`config.mk`:
```
export PLATFORM = sky130hd
export DESIGN_NAME = ex_muldiv_flat
export DESIGN_NICKNAME = d
export VERILOG_FILES = /design/src/rtl/md_pkg.sv /design/src/rtl/ex_muldiv_if.sv /design/src/rtl/ex_div_core.sv /design/src/rtl/ex_muldiv.sv /design/src/flat_wrapper.sv
export SDC_FILE = /design/constraint.sdc
export NUM_CORES = 2
export LEC_CHECK = 0
export ABC_AREA = 0
export ABC_CLOCK_PERIOD_IN_PS = 14600
export CAP_MARGIN = 40
export CORE_MARGIN = 3
export CORE_UTILIZATION = 45
export DETAILED_ROUTE_END_ITERATION = 16
export GPL_TIMING_DRIVEN = 0
export SLEW_MARGIN = 20
export SYNTH_ARGS = -nofsm -noshare
export SYNTH_HDL_FRONTEND = slang
export SYNTH_SLANG_ARGS = --single-unit
```
`constraint.sdc`:
```
create_clock -name clk -period 14.6 [get_ports clk]
set_input_delay 2.19 -clock clk [delete_from_list [all_inputs] [get_ports clk]]
set_output_delay 2.19 -clock clk [all_outputs]
set_load 0.05 [all_outputs]
```
`src/rtl/md_pkg.sv`:
```
// Shared types and constants for the EX-stage multiply/divide unit.
package md_pkg;

  typedef enum logic [1:0] {
    IDLE = 2'd0,
    MUL  = 2'd1,
    DIV  = 2'd2,
    DONE = 2'd3
  } md_state_e;

  localparam int          MD_DIV_ITER   = 32;
  localparam logic [31:0] MD_DIVZERO_LO = 32'hFFFF_FFFF;

  // Magnitude of v when treated as signed; pass-through for unsigned ops.
  function automatic logic [31:0] md_abs(input logic [31:0] v, input logic sgn);
    return (sgn && v[31]) ? -v : v;
  endfunction

  function automatic logic [31:0] md_neg_if(input logic [31:0] v, input logic neg);
    return neg ? -v : v;
  endfunction

endpackage

```
`src/rtl/ex_muldiv_if.sv`:
```
// ID/EX mult/div/HI-LO control fields and the unit's results, as one bundle.
interface ex_muldiv_if;
  logic        ex_mult;
  logic        ex_div;
  logic        ex_mdsign;
  logic [31:0] ex_A;
  logic [31:0] ex_B;
  logic [1:0]  ex_hiloren;
  logic [1:0]  ex_hilowen;
  logic        ex_cancel;
  logic        ex_advance;
  logic        md_stall;
  logic [31:0] hilo_rdata;
  logic [31:0] hi;
  logic [31:0] lo;

  modport master (
    output ex_mult, ex_div, ex_mdsign, ex_A, ex_B, ex_hiloren, ex_hilowen,
           ex_cancel, ex_advance,
    input  md_stall, hilo_rdata, hi, lo
  );

  modport slave (
    input  ex_mult, ex_div, ex_mdsign, ex_A, ex_B, ex_hiloren, ex_hilowen,
           ex_cancel, ex_advance,
    output md_stall, hilo_rdata, hi, lo
  );
endinterface

```
`src/rtl/ex_div_core.sv`:
```
// Unsigned radix-2 restoring divider datapath: one quotient bit per step.
// Outputs are the post-step values so the caller can capture the final step.
module ex_div_core
  import md_pkg::*;
(
  input  logic        clk,
  input  logic        reset,
  input  logic        start,
  input  logic        step,
  input  logic [31:0] dividend,
  input  logic [31:0] divisor,
  output logic [31:0] quotient_next,
  output logic [31:0] remainder_next,
  output logic        last
);

  logic [31:0] rem_q;
  logic [31:0] quo_q;
  logic [31:0] dsr_q;
  logic [4:0]  cnt_q;

  logic [32:0] partial;
  logic [31:0] trial;
  logic        fits;

  // The dividend is held in the quotient register and shifted out MSB first
  // while quotient bits shift in at the bottom.
  assign partial        = {rem_q, quo_q[31]};
  assign trial          = partial[31:0] - dsr_q;
  assign fits           = partial >= {1'b0, dsr_q};
  assign remainder_next = fits ? trial : partial[31:0];
  assign quotient_next  = {quo_q[30:0], fits};
  assign last           = (cnt_q == 5'(MD_DIV_ITER - 1));

  // NOTE: non-blocking assignments for all state so every register samples
  // pre-edge values regardless of statement order.
  always_ff @(posedge clk) begin
    if (reset) begin
      rem_q <= '0;
      quo_q <= '0;
      dsr_q <= '0;
      cnt_q <= '0;
    end else if (start) begin
      rem_q <= '0;
      quo_q <= dividend;
      dsr_q <= divisor;
      cnt_q <= '0;
    end else if (step) begin
      rem_q <= remainder_next;
      quo_q <= quotient_next;
      cnt_q <= cnt_q + 5'd1;
    end
  end

endmodule

```
`src/rtl/ex_muldiv.sv`:
```
// EX-stage multiply/divide unit with architectural HI/LO.
// Define MD_MULT_1CYC_EN for a single-cycle combinational multiplier.
module ex_muldiv
  import md_pkg::*;
(
  input  logic        clk,
  input  logic        reset,
  ex_muldiv_if.slave  md
);

  md_state_e   state_q, state_d;

  logic        div_start, div_step, div_finish;
  logic        mul_load, hilo_commit, mthilo_wr;
  logic        mul_direct_wr;

  logic [63:0] a_ext, b_ext, product;
  logic [31:0] res_hi_q, res_lo_q;
  logic [31:0] hi_q, lo_q;
  logic        q_neg_q, r_neg_q, div_zero_q;
  logic [31:0] a_raw_q;

  logic [31:0] div_quo, div_rem;
  logic        div_last;

  // Sign-extending both operands to 64 bits lets one multiplier serve both
  // MULT and MULTU; the low 64 product bits are exact in either case.
  assign a_ext   = {{32{md.ex_mdsign & md.ex_A[31]}}, md.ex_A};
  assign b_ext   = {{32{md.ex_mdsign & md.ex_B[31]}}, md.ex_B};
  assign product = a_ext * b_ext;

  ex_div_core u_div_core (
    .clk            (clk),
    .reset          (reset),
    .start          (div_start),
    .step           (div_step),
    .dividend       (md_abs(md.ex_A, md.ex_mdsign)),
    .divisor        (md_abs(md.ex_B, md.ex_mdsign)),
    .quotient_next  (div_quo),
    .remainder_next (div_rem),
    .last           (div_last)
  );

  // NOTE: every output of this block gets a default first, so no path can
  // leave a signal unassigned and infer a latch.
  always_comb begin
    state_d       = state_q;
    md.md_stall   = 1'b0;
    div_start     = 1'b0;
    div_step      = 1'b0;
    div_finish    = 1'b0;
    mul_load      = 1'b0;
    mul_direct_wr = 1'b0;
    hilo_commit   = 1'b0;
    mthilo_wr     = 1'b0;

    if (md.ex_cancel) begin
      state_d = IDLE;
    end else begin
      unique case (state_q)
        IDLE: begin
          if (md.ex_div) begin
            div_start   = 1'b1;
            md.md_stall = 1'b1;
            state_d     = DIV;
          end else if (md.ex_mult) begin
`ifdef MD_MULT_1CYC_EN
            mul_direct_wr = md.ex_advance;
`else
            mul_load    = 1'b1;
            md.md_stall = 1'b1;
            state_d     = MUL;
`endif
          end else if (md.ex_hilowen != 2'b00) begin
            mthilo_wr = md.ex_advance;
          end
        end
`ifndef MD_MULT_1CYC_EN
        MUL: begin
          md.md_stall = 1'b1;
          state_d     = DONE;
        end
`endif
        DIV: begin
          md.md_stall = 1'b1;
          div_step    = 1'b1;
          if (div_last) begin
            div_finish = 1'b1;
            state_d    = DONE;
          end
        end
        DONE: begin
          // Hold the result until the instruction actually leaves EX.
          if (md.ex_advance) begin
            hilo_commit = 1'b1;
            state_d     = IDLE;
          end
        end
        default: state_d = IDLE;
      endcase
    end
  end

  always_ff @(posedge clk) begin
    if (reset) begin
      state_q <= IDLE;
    end else begin
      state_q <= state_d;
    end
  end

  always_ff @(posedge clk) begin
    if (reset) begin
      res_hi_q   <= '0;
      res_lo_q   <= '0;
      q_neg_q    <= 1'b0;
      r_neg_q    <= 1'b0;
      div_zero_q <= 1'b0;
      a_raw_q    <= '0;
    end else begin
      if (div_start) begin
        q_neg_q    <= md.ex_mdsign & (md.ex_A[31] ^ md.ex_B[31]);
        r_neg_q    <= md.ex_mdsign & md.ex_A[31];
        div_zero_q <= (md.ex_B == 32'd0);
        a_raw_q    <= md.ex_A;
      end
      if (mul_load) begin
        {res_hi_q, res_lo_q} <= product;
      end
      if (div_finish) begin
        // Divide-by-zero result is fixed, independent of operand signs.
        if (div_zero_q) begin
          res_hi_q <= a_raw_q;
          res_lo_q <= MD_DIVZERO_LO;
        end else begin
          res_hi_q <= md_neg_if(div_rem, r_neg_q);
          res_lo_q <= md_neg_if(div_quo, q_neg_q);
        end
      end
    end
  end

  always_ff @(posedge clk) begin
    if (reset) begin
      hi_q <= '0;
      lo_q <= '0;
    end else if (hilo_commit) begin
      hi_q <= res_hi_q;
      lo_q <= res_lo_q;
    end else if (mul_direct_wr) begin
      {hi_q, lo_q} <= product;
    end else if (mthilo_wr) begin
      if (md.ex_hilowen[1]) hi_q <= md.ex_A;
      if (md.ex_hilowen[0]) lo_q <= md.ex_A;
    end
  end

  assign md.hilo_rdata = md.ex_hiloren[1] ? hi_q :
                         md.ex_hiloren[0] ? lo_q : 32'd0;
  assign md.hi = hi_q;
  assign md.lo = lo_q;

endmodule
```
`src/flat_wrapper.sv`:
```
// flat-port wrapper written by rule: the top's interface ports become plain ports
module ex_muldiv_flat import md_pkg::*;
  (clk, reset, md_ex_mult, md_ex_div, md_ex_mdsign, md_ex_A, md_ex_B, md_ex_hiloren, md_ex_hilowen, md_ex_cancel, md_ex_advance, md_md_stall, md_hilo_rdata, md_hi, md_lo);
  ex_muldiv_if md_i ();
  input  logic clk;
  input  logic reset;
  input wire logic [$bits(md_i.ex_mult)-1:0] md_ex_mult;
  input wire logic [$bits(md_i.ex_div)-1:0] md_ex_div;
  input wire logic [$bits(md_i.ex_mdsign)-1:0] md_ex_mdsign;
  input wire logic [$bits(md_i.ex_A)-1:0] md_ex_A;
  input wire logic [$bits(md_i.ex_B)-1:0] md_ex_B;
  input wire logic [$bits(md_i.ex_hiloren)-1:0] md_ex_hiloren;
  input wire logic [$bits(md_i.ex_hilowen)-1:0] md_ex_hilowen;
  input wire logic [$bits(md_i.ex_cancel)-1:0] md_ex_cancel;
  input wire logic [$bits(md_i.ex_advance)-1:0] md_ex_advance;
  output wire logic [$bits(md_i.md_stall)-1:0] md_md_stall;
  output wire logic [$bits(md_i.hilo_rdata)-1:0] md_hilo_rdata;
  output wire logic [$bits(md_i.hi)-1:0] md_hi;
  output wire logic [$bits(md_i.lo)-1:0] md_lo;
  assign md_i.ex_mult = md_ex_mult;
  assign md_i.ex_div = md_ex_div;
  assign md_i.ex_mdsign = md_ex_mdsign;
  assign md_i.ex_A = md_ex_A;
  assign md_i.ex_B = md_ex_B;
  assign md_i.ex_hiloren = md_ex_hiloren;
  assign md_i.ex_hilowen = md_ex_hilowen;
  assign md_i.ex_cancel = md_ex_cancel;
  assign md_i.ex_advance = md_ex_advance;
  assign md_md_stall = md_i.md_stall;
  assign md_hilo_rdata = md_i.hilo_rdata;
  assign md_hi = md_i.hi;
  assign md_lo = md_i.lo;
  ex_muldiv u_core (.clk(clk), .reset(reset), .md(md_i));
endmodule
```
# After elaboration in Yosys (flattened, before gate mapping)
# Cells that the tools add are included.
[classes] addsub=6 multipliers=1 order_cmp=1 n_eq_ne=7 n_mux=49 n_bitwise=4 n_reduce_logical=16
[op_table] operator="two-way mux 32 bit" count=21
[op_table] operator="negator 32 bit" count=4
[op_table] operator="multiplier 33 x 33 -> 64 bit" count=1
[op_table] operator="greater-or-equal comparator 33 x 32 -> 1 bit" count=1
[op_table] operator="zero test 32 bit" count=1
[op_table] operator="subtractor 32 bit" count=1
[op_table] operator="two-way mux 1 bit" count=22
[op_table] operator="nonzero test 2 bit" count=6
[op_table] operator="two-way mux 2 bit" count=4
[op_table] operator="case mux 2 bit (4 select lines)" count=1
[op_table] operator="OR reduction 2 bit" count=3
[op_table] operator="adder 5 x 1 -> 5 bit (second input constant)" count=1
[op_table] operator="equality test 5 bit (second input constant)" count=1
[op_table] operator="equality test 2 bit (second input constant)" count=2
[op_table] operator="AND reduction 2 bit" count=2
[op_table] operator="bitwise AND 1 bit" count=3
[op_table] operator="!= test 3 bit (second input constant)" count=1
[op_table] operator="AND reduction 3 bit" count=1
[op_table] operator="equality test 2 x 1 -> 1 bit (second input constant)" count=1
[op_table] operator="logical AND 1 bit" count=2
[op_table] operator="zero test 2 bit" count=1
[op_table] operator="!= test 2 x 1 -> 1 bit (second input constant)" count=1
[op_table] operator="!= test 2 bit (second input constant)" count=1
[op_table] operator="case mux 1 bit (2 select lines)" count=1
[op_table] operator="XOR 1 bit" count=1
[totals] register_bits=266 inputBits=75 out_inout_bits=97 wordCells=97

# Depth between registers and ports, before layout
[depth] word_depth=8 ltp_mapped=35 ltp_nobuf=30

# Cells and area by module
# Synthesis repeated with hierarchy kept, for this count alone.
[hier_totals] cells_unflattened=6410 hier_area_um2=54748.8
[modules_own_cells] module="ex_muldiv" instances=1 cells_each=5579 area_each_um2=48137.4 seq_area_each_um2=3303.2
[modules_own_cells] module="ex_div_core" instances=1 cells_each=831 area_each_um2=6611.3 seq_area_each_um2=2021.9

# Worst setup path after synthesis
# No wires, ideal clock.
[synth_timing] kind="input -> register" startpoint="in md_ex_A[31]" endpoint="reg u_core.res_hi_q[29]" setup_ns=0.086 t_arrival_ns=10.697 required_time_ns=14.514 setup_slack_ns=3.817 path_stages=33 path_buffers=4 path_cell_list="clkbuf_1 -> and2_1 -> clkbuf_1 -> clkbuf_1 -> buf_1 -> nand2_1 -> inv_1 -> fa_1 -> inv_1 -> fa_1 -> inv_1 -> fa_1 -> fa_1 -> inv_1 -> fa_1 -> inv_1 -> fa_1 -> inv_1 -> fa_1 -> fa_1 -> inv_1 -> ha_1 -> nor2b_1 -> o21ai_0 -> nand2b_1 -> or4_1 -> nor2_1 -> o31a_1 -> o22ai_1 -> a221oi_1 -> xor2_1 -> a31o_1 -> a211oi_1"
[synth_via] elab_chain_cells=4
[synth_lines] element="start, declared" line="flat_wrapper.sv:10" text="input wire logic [$bits(md_i.ex_A)-1:0] md_ex_A;"
[synth_lines] element="bitwise AND 1 bit" line="ex_muldiv.sv:28" text="assign a_ext = {{32{md.ex_mdsign & md.ex_A[31]}}, md.ex_A};"
[synth_lines] element="multiplier 33 x 33 -> 64 bit (*)" line="ex_muldiv.sv:30" text="assign product = a_ext * b_ext;"
[synth_lines] element="two-way mux 32 bit (*)" line="ex_muldiv.sv:127" text="if (mul_load) begin"
[synth_lines] element="two-way mux 32 bit (*)" line="ex_muldiv.sv:130" text="if (div_finish) begin"
[synth_lines] element="end signal, assigned" line="ex_muldiv.sv:128" text="{res_hi_q, res_lo_q} <= product;"
[synth_lines] element="end signal, assigned" line="ex_muldiv.sv:133" text="res_hi_q <= a_raw_q;"
[synth_lines] element="end signal, assigned" line="ex_muldiv.sv:136" text="res_hi_q <= md_neg_if(div_rem, r_neg_q);"
[synth_lines] element="end, declared" line="ex_muldiv.sv:18" text="logic [31:0] res_hi_q, res_lo_q;"
# Every way passes the cells marked *; elsewhere a longest branch is shown, timed or not. The select of a mux whose other input is x is not followed.
# A chain may end at the register's enable or synchronous reset.

# Worst setup path after layout
# Same ends and word-level chain as after synthesis.

==> impl_results.md <==
- CTS Hold Buffers Added: 0
- Fill count: between 10k and 15k
- Num CTS Buffers: 27
- Final #Nets: ~8.1k
- Ranking of synthesized cells by area: fa_1, dfxtp_1, inv_1, nand2_1, ha_1
- Slowest-stage cell, CP: fa_1
- Max FO, Critical Path: 10
- Worst Setup End Kind: flip-flop
- HPWL Detailed: between 200000 and 250000 um
- Clock Skew: 0.0210 ns
- RSZ-0062 raised after global routing: no
- CP Launch Type: primary input
- I/O pin count: roughly 170
- Synth top area share: 0.414
- First-pass GRT wire length: around 350000 um
- Leading area contributor after synthesis: fa_1
- Sequential fraction of the synthesis area: 0.0977
- Number of library cell types mapped by synthesis: a little under 90
- Synth async-reset ratio: 0
- Via count of the first global-routing pass: a little under 50k
- Placer Congestion: approximately 1.1
- Max-slew violation count: 0
- GRT Util Overall: 0.395
- Via density: between 5 and 6
- Share of cells above drive strength 1: 0.0338
- CTS max path bufs: 3
- Via Count: 48.1k
- Fin crit share: 0.971
- DRC errors left: 0
- EDFF count, synth: 0
- Max-cap violations: 0
- Iter 0 DRT Violations: around 5.1k
- Port bufs: ~140
- Mapped Area: approximately 54000 um^2
- R2R Setup Slk: ~7.4 ns
- Hold Path Origin: u_core.a_raw_q[6]$_SDFFE_PP0P_
- Pre-Repair DR Iteration Count: 8
- Clk_lat worst skew: between 0.5 and 0.6 ns
- Worst path most repeated cell: fa_1
- Critical Path Max Stage Delay: ~1 ns
- Rel. slew slack: 0.344
- Reg clk slew, reported paths: ~0.07 ns
- Area Growth Syn to Fin: 10.3%
- Commonest cells after routing, fill and taps aside: inv_1, fa_1, nand2_1, nor2_1, and2_1
- CTS resizes: 0
- Final Hold Fails: 0
- Root Buffer Master: clkbuf_16
- CP Launch Point: md_ex_A[31]
- Crit path time final: between 10 and 15 ns
- Setup bufs post-CTS: 0
- Row count: about 130
- Clk sinks: 266
- WHS: 0.458 ns
- Worst-Margin Slew: 0.979 ns
- Die area: 125000 um^2
- Starting Density: 0.454
- Top FF cell, synth: dfxtp_1
- Worst path arrival time: 14.63 ns
- FMAX: 0.0706 GHz
- Mapped Cells: around 6.4k
- Hold crit path type: flip-flop to flip-flop
- Syn_area_per_cell: between 8 and 9 um^2
- Largest net degree at the start of global routing: 25
- Reg2Reg Launch Point: u_core.u_div_core.rem_q[23]$_SDFFE_PP0P_
- Core area: roughly 120000 um^2
- Remaining Overflow, GRT: 0
- Synthesized Nets: just under 8k
- Final WS setup: between 0.4 and 0.5 ns
- Chip Height: 354 um
- #FFs+latches synth: ~270
- DRT antenna net count: 0
- Final setup vio count: 0
- Crit Path Category: primary input to flip-flop
- Design Area, Final: between 60000 and 70000 um^2
- Ys Warns: 0
- Die width: 354 um
- Initial antenna violation count: 29
- Commonest non-fill, non-tap cell in the layout: inv_1
- Worst EP required: 15.05 ns
- Final wirelength: roughly 250000 um
- Placed cell areas: between 50000 and 60000 um^2
- Status: finished, final reports clean
- DP Worst Slack: 0.0271 ns
- CTS tree: built
- Drt wl/cell: roughly 30 um
- H-tree levels: 1
## layout make-up
cell class              count  area, um^2  share of cell area
well taps                1612        2020              0.0335
diodes                     23        57.6            0.000957
repair buffers            241        2550              0.0424
multi-input cells        4531       43100               0.717
flip-flops and latches    266        5330              0.0886
inverters                1172        4400              0.0732
plain buffers             439        1720              0.0285
clock inverters            10         176             0.00293
clock buffers              36         790              0.0131
## worst max-delay path: cells and delay by family
kind	cells	cell delay, ns
adders and majority gates	9	4.85
buffers and inverters	13	4.51
and+or+nand+nor	6	1.45
AOI/OAI and AO/OA	6	1.18
xor gates and xnor gates	1	0.39
## synthesized netlist by cell type, drive strengths merged (35+ instances only)
cell type  number
a211oi        153
a21o           49
a21oi         222
and2          360
and3           35
buf            61
clkbuf        378
dfxtp         266
fa           1126
ha            255
inv          1170
mux2i          96
nand2        1025
nand3          36
nor2          363
nor3           67
o21ai         162
xnor2         106
xor2           90
## per-stage QoR
| step | setup TNS, ns | instances | util |
|---|---|---|---|
| final | 0 | 8330 | 0.501 |
| after global routing | 0 | 8310 | 0.500 |
| after CTS | 0 | 8296 | 0.499 |
| after detailed placement | 0 | 8250 | 0.491 |
| after global placement | -0.278 | 8161 | 0.482 |
| after floorplan | 0 | 6408 | - |
## final timing paths
check,to,depth (start not counted)
max,u_core.res_hi_q[29]$_SDFFE_PP0P_,35
min,u_core.a_raw_q[6]$_SDFFE_PP0P_,2
max reg2reg,u_core.res_hi_q[20]$_SDFFE_PP0P_,22
min reg2reg,u_core.a_raw_q[6]$_SDFFE_PP0P_,2
## state kept, by name, summed over array words and instances, names as in the netlist
register,count
u_core.res_lo_q,32
u_core.div_zero_q,1
u_core.q_neg_q,1
u_core.res_hi_q,32
u_core.md.hi,32
u_core.u_div_core.rem_q,32
u_core.state_q,2
u_core.a_raw_q,32
u_core.md.lo,32
u_core.r_neg_q,1
u_core.u_div_core.cnt_q,5
u_core.u_div_core.dsr_q,32
u_core.u_div_core.quo_q,32
## per-layer routing
metal	global-route usage	vias up	wire (um)
li1	-	20300	-
met1	0.490	24200	92500
met2	0.606	2790	109000
met3	0.0891	754	24500
met4	0.290	8	22900
met5	0	-	46
## cells by family (layout without fill, tap and decap cells)
| group | after synthesis | in the layout | share of synthesized area |
|---|---|---|---|
| simple gates | 2037 | 2037 | 0.170 |
| fa+ha+maj | 1381 | 1381 | 0.472 |
| mux | 99 | 99 | 0.0183 |
| flops | 266 | 266 | 0.0977 |
| buf+inv | 1611 | 1898 | 0.111 |
| xor+xnor | 196 | 196 | 0.0315 |
| compound gates | 818 | 818 | 0.0991 |
| other cells | 0 | 23 | 0 |
Power is not shown: default switching activity piles up to over one toggle a cycle in this logic, so the estimate is an artifact.
